**src/rtl/huffman_cnt_sort_if.sv**
```systemverilog
// Pixel-in / histogram-and-sort-out bundle between the upstream pixel source and huffman_cnt_sort.
`timescale 1ns/1ps
interface huffman_cnt_sort_if #(
  parameter int CW = 8
);
  logic            gray_valid;
  logic [7:0]      gray_data;
  logic            CNT_valid;
  logic [CW-1:0]   CNT1, CNT2, CNT3, CNT4, CNT5, CNT6;
  logic            sort_valid;
  logic [17:0]     sort_sym;
  logic [6*CW-1:0] sort_cnt;

  modport master (
    output gray_valid, gray_data,
    input  CNT_valid, CNT1, CNT2, CNT3, CNT4, CNT5, CNT6,
    input  sort_valid, sort_sym, sort_cnt
  );

  modport slave (
    input  gray_valid, gray_data,
    output CNT_valid, CNT1, CNT2, CNT3, CNT4, CNT5, CNT6,
    output sort_valid, sort_sym, sort_cnt
  );
endinterface

```
**src/rtl/huffman_cnt_sort.sv**
```systemverilog
// Huffman coder front stage: per-frame histogram of symbols 1..6, then odd-even transposition sort.
// Optional macro HUFF_RANGE_ERR_EN adds a sticky range_err output for symbols outside 1..6.
`timescale 1ns/1ps
module huffman_cnt_sort #(
  parameter int NUM_PIX = 100,
  parameter int CW      = 8
) (
  input  logic               clk,
  input  logic               reset,
  huffman_cnt_sort_if.slave  bus
`ifdef HUFF_RANGE_ERR_EN
  ,
  output logic               range_err
`endif
);

  localparam int PW = (NUM_PIX > 1) ? $clog2(NUM_PIX + 1) : 1;
  localparam logic [PW-1:0] LAST_BEFORE = PW'(NUM_PIX - 1);

  typedef enum logic [1:0] {IDLE, COUNT, LOAD, SORT} state_t;

  function automatic logic [CW-1:0] sat_inc(input logic [CW-1:0] v);
    return (&v) ? v : v + CW'(1);
  endfunction

  function automatic logic swap_needed(input logic [2:0] ls, input logic [CW-1:0] lc,
                                       input logic [2:0] rs, input logic [CW-1:0] rc);
    return (rc > lc) || ((rc == lc) && (rs < ls));
  endfunction

  state_t          state;
  logic [PW-1:0]   pixcnt;
  logic [CW-1:0]   cnt_q    [6];
  logic [2:0]      slot_sym [6];
  logic [CW-1:0]   slot_cnt [6];
  logic [2:0]      nxt_sym  [6];
  logic [CW-1:0]   nxt_cnt  [6];
  logic [2:0]      pass_q;
  logic            cnt_valid_q;
  logic            sort_valid_q;
  logic [17:0]     sort_sym_q;
  logic [6*CW-1:0] sort_cnt_q;
  logic            legal;
  logic [2:0]      idx;
  logic            last_pix;

  assign legal    = (bus.gray_data >= 8'd1) && (bus.gray_data <= 8'd6);
  assign idx      = bus.gray_data[2:0] - 3'd1;
  // Pixels already accepted this frame; IDLE counts as zero so NUM_PIX==1 needs no special case.
  assign last_pix = ((state == IDLE) ? '0 : pixcnt) == LAST_BEFORE;

  always_comb begin
    nxt_sym = slot_sym;
    nxt_cnt = slot_cnt;
    for (int i = 0; i < 5; i++) begin
      if ((i[0] == pass_q[0]) &&
          swap_needed(slot_sym[i], slot_cnt[i], slot_sym[i+1], slot_cnt[i+1])) begin
        nxt_sym[i]   = slot_sym[i+1];
        nxt_cnt[i]   = slot_cnt[i+1];
        nxt_sym[i+1] = slot_sym[i];
        nxt_cnt[i+1] = slot_cnt[i];
      end
    end
  end

  always_ff @(posedge clk or negedge reset) begin
    if (!reset) begin
      state        <= IDLE;
      pixcnt       <= '0;
      pass_q       <= '0;
      cnt_valid_q  <= 1'b0;
      sort_valid_q <= 1'b0;
      sort_sym_q   <= '0;
      sort_cnt_q   <= '0;
      for (int k = 0; k < 6; k++) begin
        cnt_q[k]    <= '0;
        slot_sym[k] <= '0;
        slot_cnt[k] <= '0;
      end
`ifdef HUFF_RANGE_ERR_EN
      range_err    <= 1'b0;
`endif
    end else begin
      cnt_valid_q  <= 1'b0;
      sort_valid_q <= 1'b0;
      case (state)
        IDLE: begin
          if (bus.gray_valid) begin
            for (int k = 0; k < 6; k++)
              cnt_q[k] <= (legal && (idx == 3'(k))) ? CW'(1) : '0;
            pixcnt <= PW'(1);
`ifdef HUFF_RANGE_ERR_EN
            range_err <= ~legal;
`endif
            if (last_pix) begin
              state       <= LOAD;
              cnt_valid_q <= 1'b1;
            end else begin
              state <= COUNT;
            end
          end
        end
        COUNT: begin
          if (bus.gray_valid) begin
            for (int k = 0; k < 6; k++)
              if (legal && (idx == 3'(k))) cnt_q[k] <= sat_inc(cnt_q[k]);
            pixcnt <= pixcnt + 1'b1;
`ifdef HUFF_RANGE_ERR_EN
            if (!legal) range_err <= 1'b1;
`endif
            if (last_pix) begin
              state       <= LOAD;
              cnt_valid_q <= 1'b1;
            end
          end
        end
        LOAD: begin
          for (int k = 0; k < 6; k++) begin
            slot_sym[k] <= 3'(k + 1);
            slot_cnt[k] <= cnt_q[k];
          end
          pass_q <= '0;
          state  <= SORT;
        end
        SORT: begin
          slot_sym <= nxt_sym;
          slot_cnt <= nxt_cnt;
          pass_q   <= pass_q + 3'd1;
          // Six passes fully order six slots; publish the result of the last one directly.
          if (pass_q == 3'd5) begin
            for (int k = 0; k < 6; k++) begin
              sort_sym_q[3*k +: 3]   <= nxt_sym[k];
              sort_cnt_q[CW*k +: CW] <= nxt_cnt[k];
            end
            sort_valid_q <= 1'b1;
            state        <= IDLE;
          end
        end
        default: state <= IDLE;
      endcase
    end
  end

  assign bus.CNT_valid  = cnt_valid_q;
  assign bus.CNT1       = cnt_q[0];
  assign bus.CNT2       = cnt_q[1];
  assign bus.CNT3       = cnt_q[2];
  assign bus.CNT4       = cnt_q[3];
  assign bus.CNT5       = cnt_q[4];
  assign bus.CNT6       = cnt_q[5];
  assign bus.sort_valid = sort_valid_q;
  assign bus.sort_sym   = sort_sym_q;
  assign bus.sort_cnt   = sort_cnt_q;

endmodule

```
**src/flat_wrapper.sv**
```systemverilog
// flat-port wrapper written by rule: the top's interface ports become plain ports
module huffman_cnt_sort_flat 
#(
  parameter int NUM_PIX = 100,
  parameter int CW      = 8
)
  (clk, reset, bus_gray_valid, bus_gray_data, bus_CNT_valid, bus_CNT1, bus_CNT2, bus_CNT3, bus_CNT4, bus_CNT5, bus_CNT6, bus_sort_valid, bus_sort_sym, bus_sort_cnt);
  huffman_cnt_sort_if #(.CW(CW)) bus_i ();
  input  logic clk;
  input  logic reset;
  input wire logic [$bits(bus_i.gray_valid)-1:0] bus_gray_valid;
  input wire logic [$bits(bus_i.gray_data)-1:0] bus_gray_data;
  output wire logic [$bits(bus_i.CNT_valid)-1:0] bus_CNT_valid;
  output wire logic [$bits(bus_i.CNT1)-1:0] bus_CNT1;
  output wire logic [$bits(bus_i.CNT2)-1:0] bus_CNT2;
  output wire logic [$bits(bus_i.CNT3)-1:0] bus_CNT3;
  output wire logic [$bits(bus_i.CNT4)-1:0] bus_CNT4;
  output wire logic [$bits(bus_i.CNT5)-1:0] bus_CNT5;
  output wire logic [$bits(bus_i.CNT6)-1:0] bus_CNT6;
  output wire logic [$bits(bus_i.sort_valid)-1:0] bus_sort_valid;
  output wire logic [$bits(bus_i.sort_sym)-1:0] bus_sort_sym;
  output wire logic [$bits(bus_i.sort_cnt)-1:0] bus_sort_cnt;
  assign bus_i.gray_valid = bus_gray_valid;
  assign bus_i.gray_data = bus_gray_data;
  assign bus_CNT_valid = bus_i.CNT_valid;
  assign bus_CNT1 = bus_i.CNT1;
  assign bus_CNT2 = bus_i.CNT2;
  assign bus_CNT3 = bus_i.CNT3;
  assign bus_CNT4 = bus_i.CNT4;
  assign bus_CNT5 = bus_i.CNT5;
  assign bus_CNT6 = bus_i.CNT6;
  assign bus_sort_valid = bus_i.sort_valid;
  assign bus_sort_sym = bus_i.sort_sym;
  assign bus_sort_cnt = bus_i.sort_cnt;
  huffman_cnt_sort #(.NUM_PIX(NUM_PIX), .CW(CW)) u_core (.clk(clk), .reset(reset), .bus(bus_i));
endmodule
```
**config.mk**
```make
export PLATFORM = sky130hd
export DESIGN_NAME = huffman_cnt_sort_flat
export DESIGN_NICKNAME = d
export VERILOG_FILES = /design/src/rtl/huffman_cnt_sort_if.sv /design/src/rtl/huffman_cnt_sort.sv /design/src/flat_wrapper.sv
export SDC_FILE = /design/constraint.sdc
export NUM_CORES = 1
export LEC_CHECK = 0
export BUFFER_PORTS_ARGS = -buffer_cell sky130_fd_sc_hd__clkbuf_2
export CORE_ASPECT_RATIO = 1.1
export CORE_UTILIZATION = 30
export DETAILED_ROUTE_END_ITERATION = 7
export SKIP_LAST_GASP = 1
export SLEW_MARGIN = 20
export SYNTH_ARGS = -nofsm -noshare
export SYNTH_HDL_FRONTEND = slang
export SYNTH_SLANG_ARGS = --single-unit
```
**constraint.sdc**
```tcl
create_clock -name clk -period 5.1 [get_ports clk]
set_input_delay 1.53 -clock clk [delete_from_list [all_inputs] [get_ports clk]]
set_output_delay 1.53 -clock clk [all_outputs]
set_load 0.1 [all_outputs]
```
==> results.env, run 1 <==
OUTCOME='complete, no violations'
DRTPASS1ITERATIONS=5
CRITICAL_PATH_REQUIRED_NS=5.40
DRT-INITIAL-DRC-COUNT=783
SYNTH-ADDER-AREA-SHARE_PCT=7.09
CLOCKBUFFERDEPTH=2
HOLDCRITSTARTPOINT='u_core.bus.sort_cnt[7]'
LARGEST_FAMILY_OF_LOGIC_CELLS_BY_SYNTHESIZED_AREA='compound AO/OA/AOI/OAI gates'
FINALWEIGHTEDCONGESTION=0.895
ANTENNA-DIODE-COUNT=0
NETLIST_INSTANCES=1244
WORST_PATH_CELL_TRACE='inv_1, ha_1, a21oi_1, o21ai_0, a21oi_1, nand2_1, nand2_1, o211ai_1'
DIE_W_UM=187
LAYOUT_CELL_SHARE_WITH_DRIVE_STRENGTH_BEYOND_1_PCT=15.1
RSZ0062_AT_GRT='false'
POSTROUTEANTENNANETS=0
SHARE_SEQ_OF_TOTAL_POWER_PCT=27.8
VIA_COUNT=10100
VIAS_PER_CELL=5.46
PLACE_HPWL_MM=25.5
MAPPEDNETLISTNETS=1319
GRT_PASS1_VIAS=9820
WORST_SKEW_PAIR_LATER_PIN_LATENCY_NS=0.46
WORST-PATH-BUF-INV=1
DRT_DRC_VIOLATIONS_LEFT=0
P_LEAK_nW=5.80
CRITICAL-PATH-MAX-STAGE-DELAY_NS=0.75
P_INT_W=0.00417
SYNTH_XOR_XNOR_AREA_SHARE_PCT=2.95
SW_POWER_W=0.00466
SYNTH_EDF_COUNT=0
ARRIVAL_NS=3.76
TIMING.FMAX_GHz=0.289
GRT_FIRST_PASS_WIRELENGTH_MM=56.0
SYNTH.CELL_AREA_UM2=11300
SLEW_VIOLATIONS=0
CRITICAL-PATH-TOP-DELAY-FAMILY='compound AO/OA/AOI/OAI gates'
SYNTH_ASYNC_SR_FLOP_SHARE_PCT=100
CLOCK_TREE.HTREE_LEVEL_COUNT=4
BUFFER_PORTS.INSERTED=126
SWSHARE_PCT=52.8
SYNTH-COMPOUND-AREA-SHARE_PCT=22.4
SYNTH.MUX.AREA_FRACTION_PCT=1.73
POST_CTS_BUFFERS=0
SYNTH-WARNING-COUNT=0
MAX_CAP_VIOLATIONS=0
MOSTFREQUENTLAYOUTCELLS='sky130_fd_sc_hd__dfrtp_1, sky130_fd_sc_hd__nand2_1, sky130_fd_sc_hd__clkbuf_2, sky130_fd_sc_hd__nor2_1, sky130_fd_sc_hd__o21ai_0'
FP.COREAREA_UM2=37100
NUMBER_OF_ANTENNA_VIOLATIONS_AT_THE_FIRST_CHECK_IN_GLOBAL_ROUTING=0
PLACEDINSTANCEAREA_UM2=12400
MOST_COMMON_CELL_AFTER_LAYOUT_FILL_AND_TAPS_ASIDE='sky130_fd_sc_hd__dfrtp_1'
POWER_PER_CELL_AREA_nW_PER_UM2=677
CLOCKPOWERSHARE_PCT=16.4
WORSTMARGINPINSLEW_NS=0.958
P_COMB_SHARE_PCT=55.8
POWER.IR.VDD_WORST_mV=0.311
SYNTHESIS.AREA_PER_INSTANCE_UM2=9.08
FIN_TNS_SETUP_NS=0
NUMCTSBUFFERS=17
CRIT_START='u_core.slot_sym[14]'
POST_DRT_WL_PER_CELL_UM=19.1
LAYOUT.CORE_UTILIZATION_PCT=35.1
POST-ROUTE-PERIOD-UTIL_PCT=67.9
HOLD_PATH.CLASS='flip-flop to flip-flop'
DIEAREA_UM2=38400
CTS.SINK_COUNT=194
ROW_COUNT=74
CPMAXSTAGEDELAYCELL='sky130_fd_sc_hd__a21oi_1'
STDCELL_AREA_UM2=13000
NUMBER_OF_FAILING_SETUP_ENDPOINTS_IN_THE_FINAL_TIMING_REPORT=0
NETS=1411
GRT_START_MAX_NET_PINS=92
NUM_IO_PINS=127
SYNTH.FF_LATCH_COUNT=194
SEQUENTIAL_TO_TOTAL_AREA_SHARE_FROM_YOSYS_STAT_PCT=43.0
TRITONCTS_CLOCK_TREE='done'
CTS-RESIZED-GATES=0
POSTROUTEWIRELENGTH_MM=35.2
MOST_COMMON_FLOP_CELL_MAPPED_BY_YOSYS='sky130_fd_sc_hd__dfrtp_1'
GRT_REMAINING_OVERFLOW=0
LAYOUT-AREA-OVERHEAD-VS-SYNTH_PCT=15.6
CRIT_PATH_MAX_FANOUT=17
CRITPATHKIND='flip-flop to flip-flop'
SYNTH-SIMPLE-AREA-SHARE_PCT=17.6
CTS-ROOT-BUF='sky130_fd_sc_hd__clkbuf_16'
CLK_PIN_SLEW_NS=0.07
CRIT_PATH_END_KIND='flip-flop'
CP-START-KIND='flip-flop'
WORST_CLOCK_SKEW_NS=0.00990
POST_SYNTH_NUM_CELL_TYPES=68
FINAL-HOLD-VIOLATION-COUNT=0
TIMING.MAX_SLEW.REL_SLACK_PCT=36.1
FINALWORSTPATHREQUIREDPERIOD_NS=3.46
INITIAL_UTIL_PCT=30.4
CTS_HOLD_BUFFERS=0
TRACK_USAGE_PCT=18.7
WHS_NS=0.478
DIE_H_UM=205
CRITICAL_PATH.REG2REG.STARTPOINT='u_core.slot_sym[14]'
-- sequential cells by signal, summed over array words and instances, names as in the netlist --
name,flops
u_core.bus.sort_cnt,48
u_core.bus.CNT6,8
u_core.bus.sort_valid,1
u_core.bus.CNT4,8
u_core.bus.sort_sym,18
u_core.slot_cnt,48
u_core.bus.CNT2,8
u_core.pixcnt,7
u_core.bus.CNT1,8
u_core.state,2
u_core.bus.CNT_valid,1
u_core.bus.CNT5,8
u_core.slot_sym,18
u_core.bus.CNT3,8
u_core.pass_q,3
-- Yosys cell counts (all sizes together), types with 4 or more instances --
master	count	area (um^2)
xor2	29	254
nor3	41	205
a311oi	5	131
mux2i	15	150
o2111ai	4	52.6
a211oi	30	225
a21oi	68	340
o21ai	79	395
o22ai	7	43.8
nand3	64	320
a22o	4	35.0
buf	22	115
nand2b	7	43.8
o211ai	44	330
nand3b	4	30.0
ha	64	801
dfrtp	194	4850
a31oi	14	87.6
and3	11	68.8
a221oi	10	93.8
a32o	7	70.1
nor2b	11	68.8
xnor2	9	78.8
o221ai	9	78.8
mux2	4	45.0
nor2	95	359
nand2	145	544
inv	70	263
clkbuf	56	210
nand4	34	213
o31ai	11	82.6
o21a	6	45.0
o211a	29	290
-- path summary, 6_finish.rpt --
check                                           to  slack, ns  depth (start not counted)
hold / removal              u_core.bus.sort_cnt[7]       0.48                          2
max in group asynchronous  u_core.bus.sort_cnt[13]       3.08                          2
setup reg to reg            u_core.bus.sort_cnt[8]       1.64                          8
min in group asynchronous       u_core.bus.CNT5[3]       1.15                          1
setup / recovery            u_core.bus.sort_cnt[8]       1.64                          8
hold reg to reg             u_core.bus.sort_cnt[7]       0.48                          2
-- power by group through the flow --
| stage | Clock [W] | Combinational [W] | Sequential (W) |
|---|---|---|---|
| 2_1_floorplan | 0 | 0.00282 | 0.00326 |
| 3_3_place_gp | 0 | 0.00482 | 0.00247 |
| 3_5_place_dp | 0 | 0.00488 | 0.00247 |
| 4_1_cts | 0.00148 | 0.00490 | 0.00245 |
| 5_1_grt | 0.00154 | 0.00539 | 0.00251 |
| 6_report | 0.00145 | 0.00492 | 0.00246 |
-- per-layer routing --
| metal | global-route usage, % | vias up | part of all wire, % |
|---|---|---|---|
| met5 | 0 | - | 0 |
| met4 | 8.08 | 0 | 2.9 |
| met3 | 2.87 | 54 | 4.4 |
| met2 | 30.3 | 324 | 48 |
| met1 | 24.8 | 4964 | 45 |
| li1 | - | 4720 | - |
-- stage by stage --
step	cells	setup WS [ns]	total power, W
6_report	1842	1.64	0.00883
5_1_grt	1842	1.43	0.00943
4_1_cts	1842	1.73	0.00883
3_5_place_dp	1811	1.48	0.00736
3_3_place_gp	1811	1.54	0.00728
2_1_floorplan	1244	1.80	0.00608
-- cells by family (layout without fill, tap and decap cells) --
group,Yosys count,count (layout)
AO/OA/AOI/OAI,353,353
adder cells (fa/ha/maj),64,64
flip-flops,194,194
AND/OR/NAND/NOR,428,428
buffers and inverters,148,252
XOR/XNOR,38,38
multiplexers,19,19
-- final cells by class --
cell class / count / area, um^2
inverter: 70 / 263
sequential: 194 / 4850
timing repair buffer: 151 / 840
tap: 494 / 618
clock buffer: 18 / 429
fill: 3840 / 24100
multi-input combinational: 902 / 5860
clock inverter: 13 / 186
-- tightest hold or removal path: cells and delay by family (launching register included) --
kind | cells | cell delay [ns]
simple gates | 1 | 0.04
compound gates | 1 | 0.06
flops | 1 | 0.35
Power figures use the tool's default switching activity.
==> run 2, diff against run 1 <==
- ABC_AREA: unset -> 1
- clock period: 5.1 -> 3.15 ns (I/O delays scaled with it)
==> run 2 against run 1 <==
Synthesized cell count is 27% higher. Via count rose by 6.4%. Flip-flop and latch count unchanged. Critical endpoint is now bus_CNT3[4].
==> results.env, run 2 <==
REG2REG_SETUP_SLACK_NS=0.70  # -0.94 ns
DIE_W_UM=190  # +1.9%
MOST_COMMON_FLOP_CELL_MAPPED_BY_YOSYS='sky130_fd_sc_hd__dfrtp_1'
VIAS_PER_CELL=4.89  # -11%
GRT_PASS1_VIAS=10300  # +4.5%
CLK_PIN_SLEW_NS=0.08  # about the same
MOSTFREQUENTLAYOUTCELLS='sky130_fd_sc_hd__nand2_1, sky130_fd_sc_hd__nand3_1, sky130_fd_sc_hd__dfrtp_1, sky130_fd_sc_hd__inv_1, sky130_fd_sc_hd__clkbuf_2'
FP.COREAREA_UM2=38300  # +3.1%
DRT-INITIAL-DRC-COUNT=748  # -4.5%
WORSTMARGINPINSLEW_NS=0.686  # -0.272 ns
POST-ROUTE-PERIOD-UTIL_PCT=78.2
LARGEST_FAMILY_OF_LOGIC_CELLS_BY_SYNTHESIZED_AREA='simple AND/OR/NAND/NOR gates'
CTS_HOLD_BUFFERS=0  # unchanged
NUMBER_OF_FAILING_SETUP_ENDPOINTS_IN_THE_FINAL_TIMING_REPORT=0  # unchanged
CRITICAL-PATH-TOP-DELAY-FAMILY='flip-flops'
GRT_START_MAX_NET_PINS=89  # -3.3%
POSTROUTEWIRELENGTH_MM=34.7  # -1.2%
TOP_CELL_TYPE_S_SHARE_OF_SYNTHESIZED_AREA_PCT=41.4  # -1.6 points
CRITICAL_PATH.REG2REG.STARTPOINT='u_core.slot_cnt[15]'
INITIAL_UTIL_PCT=30.6  # +0.20 points
WORSTSETUPPATHDEPTH=1  # -7
DIEAREA_UM2=39900  # +3.8%
CLOCKBUFFERDEPTH=2  # unchanged
STDCELL_AREA_UM2=13500  # +3.5%
SYNTH.CELL_AREA_UM2=11700  # +3.8%
CRIT_PATH_MAX_FANOUT=8  # -9
CRIT_END='bus_CNT3[4]'
FINALWEIGHTEDCONGESTION=0.866  # -3.3%
SYNTHESIS.AREA_PER_INSTANCE_UM2=7.44  # -18%
SYNTH-ADDER-AREA-SHARE_PCT=6.83  # -0.26 points
ANTENNA-DIODE-COUNT=0  # unchanged
TRITONCTS_CLOCK_TREE='done'
MAX_CAP_VIOLATIONS=0  # unchanged
MOST_COMMON_CELL_AFTER_LAYOUT_FILL_AND_TAPS_ASIDE='sky130_fd_sc_hd__nand2_1'
CTS-RESIZED-GATES=0  # unchanged
DIE_H_UM=209  # +1.9%
CRITPATHKIND='flip-flop to primary output'
HOLD_PATH.CLASS='flip-flop to flip-flop'
DRT_DRC_VIOLATIONS_LEFT=0  # unchanged
MOST_INSTANTIATED_LIBRARY_CELL_AFTER_SYNTHESIS='sky130_fd_sc_hd__nand2_1'
WORST_CLOCK_SKEW_NS=0.0121  # +0.00222 ns
NETS=1755  # +24%
FINAL.FILL_COUNT=4088  # +6.5%
SYNTH_XOR_XNOR_AREA_SHARE_PCT=1.87  # -1.1 points
SYNTH_ASYNC_SR_FLOP_SHARE_PCT=100  # unchanged
ROW_COUNT=75  # +1.4%
FINAL-HOLD-VIOLATION-COUNT=0  # unchanged
POST_SYNTH_NUM_CELL_TYPES=38  # -44%
POST_DRT_WL_PER_CELL_UM=15.8  # -17%
HOLDCRITSTARTPOINT='u_core.bus.sort_sym[4]'
ARRIVAL_NS=1.52  # -2.24 ns
BUFFER_PORTS.INSERTED=126  # unchanged
WORST_SKEW_PAIR_LATER_PIN_LATENCY_NS=0.45  # about the same
NETLIST_INSTANCES=1576  # +27%
RSZ0062_AT_GRT='false'
TIMING.MAX_SLEW.REL_SLACK_PCT=54.3  # +18 points
SLEW_VIOLATIONS=0  # unchanged
R2R.WORST_PATH.CELLS=12  # +4
MAPPEDNETLISTNETS=1651  # +25%
FIN_TNS_SETUP_NS=0  # unchanged
WORST_PATH_CELL_TRACE='clkbuf_2'
CRITICAL_PATH_REQUIRED_NS=2.20  # -3.20 ns
SYNTH.MUX.AREA_FRACTION_PCT=0  # -1.7 points
VIA_COUNT=10700  # +6.4%
LAYOUT-AREA-OVERHEAD-VS-SYNTH_PCT=15.2
SYNTH.FF_LATCH_COUNT=194  # unchanged
POST_CTS_BUFFERS=0  # unchanged
TRACK_USAGE_PCT=17.8  # -0.86 points
SYNTHTOPCELLSBYCOUNT='sky130_fd_sc_hd__nand2_1, sky130_fd_sc_hd__nand3_1, sky130_fd_sc_hd__dfrtp_1, sky130_fd_sc_hd__inv_1, sky130_fd_sc_hd__o21ai_1'
SYNTH_EDF_COUNT=0  # unchanged
SYNTH-SIMPLE-AREA-SHARE_PCT=30.8  # +13 points
NUM_IO_PINS=127  # unchanged
SYNTH-COMPOUND-AREA-SHARE_PCT=9.29  # -13 points
CLOCK_TREE.HTREE_LEVEL_COUNT=4  # unchanged
WORST-PATH-BUF-INV=1  # unchanged
CRITICAL-PATH-MAX-STAGE-DELAY_NS=0.54  # -0.21 ns
OUTCOME='complete, no violations'
GRT_REMAINING_OVERFLOW=0  # unchanged
SEQUENTIAL_TO_TOTAL_AREA_SHARE_FROM_YOSYS_STAT_PCT=41.4  # -1.6 points
CRIT_PATH_END_KIND='primary output'
NUMCTSBUFFERS=17  # unchanged
CPMAXSTAGEDELAYCELL='sky130_fd_sc_hd__dfrtp_1'
DRTPASS1ITERATIONS=6  # +1
PLACEDINSTANCEAREA_UM2=12900  # +4.1%
CTS.SINK_COUNT=194  # unchanged
CRIT_START='u_core.bus.CNT3[4]'
LAYOUT_CELL_SHARE_WITH_DRIVE_STRENGTH_BEYOND_1_PCT=14.2  # -0.95 points
CP-START-KIND='flip-flop'
SYNTH-WARNING-COUNT=0  # unchanged
CTS-ROOT-BUF='sky130_fd_sc_hd__clkbuf_16'
TIMING.FMAX_GHz=0.406
CRITICAL_PATH.REG2REG.ENDPOINT='u_core.bus.sort_cnt[36]'
PLACE_HPWL_MM=25.8  # +1.4%
YOSYSTOPAREACELL='sky130_fd_sc_hd__dfrtp_1'
POSTROUTEANTENNANETS=0  # unchanged
FINALWORSTPATHREQUIREDPERIOD_NS=2.46
GRT_FIRST_PASS_WIRELENGTH_MM=56.0  # about the same
NUMBER_OF_ANTENNA_VIOLATIONS_AT_THE_FIRST_CHECK_IN_GLOBAL_ROUTING=0  # unchanged
SYNTH.TOP_CELLS.BY_AREA='sky130_fd_sc_hd__dfrtp_1, sky130_fd_sc_hd__nand2_1, sky130_fd_sc_hd__nand3_1, sky130_fd_sc_hd__ha_1, sky130_fd_sc_hd__inv_1'
==> run 2: metal layers <==
| metal | wire (um) | global-route usage (%) | vias to the layer above |
|---|---|---|---|
| met1 | 17000 | 25.4 | 5042 |
| li1 | - | - | 5316 |
| met4 | 798 | 5.77 | 0 |
| met2 | 15100 | 27.1 | 312 |
| met3 | 1820 | 3.31 | 40 |
| met5 | 0 | 0 | - |
==> run 2: area by class of cell <==
type / instances / area (um^2) / share of cell area [%]
clock buffer: 19 / 443 / 3.28
clock inverter: 12 / 123 / 0.908
inverter: 208 / 781 / 5.78
timing repair buffer: 158 / 942 / 6.98
sequential: 194 / 4850 / 35.9
multi-input combinational: 1101 / 5740 / 42.5
tap: 500 / 626 / 4.63
==> run 2: how the worst min path moves through the flow <==
stage | to | slack, ns | cells after the start
5_1_grt | u_core.pixcnt[6] | 0.50 | 1
2_1_floorplan | u_core.pixcnt[6] | 0.44 | 1
4_1_cts | u_core.pixcnt[6] | 0.48 | 1
6_report | u_core.bus.sort_sym[4] | 0.48 | 2
3_3_place_gp | u_core.pixcnt[6] | 0.46 | 1
3_5_place_dp | u_core.bus.sort_sym[4] | 0.47 | 2
==> run 2: logic make-up after synthesis <==
logic type	after synthesis
buf+inv	281
flops	194
simple gates	817
fa+ha+maj	64
compound gates	195
xor+xnor	25
==> run 2: per-stage QoR <==
stage / util (%) / setup WS [ns] / hold slack (ns) / instances
2_1_floorplan: - / 0.795 / 0.440 / 1576
5_1_grt: 35.3 / 0.457 / 0.505 / 2192
4_1_cts: 35.3 / 0.683 / 0.483 / 2192
6_report: 35.3 / 0.688 / 0.484 / 2192
3_3_place_gp: 33.8 / 0.602 / 0.460 / 2161
3_5_place_dp: 33.8 / 0.593 / 0.467 / 2161
Power of run 2 is not shown: default switching activity piles up to over one toggle a cycle in this logic, so the estimate is an artifact.
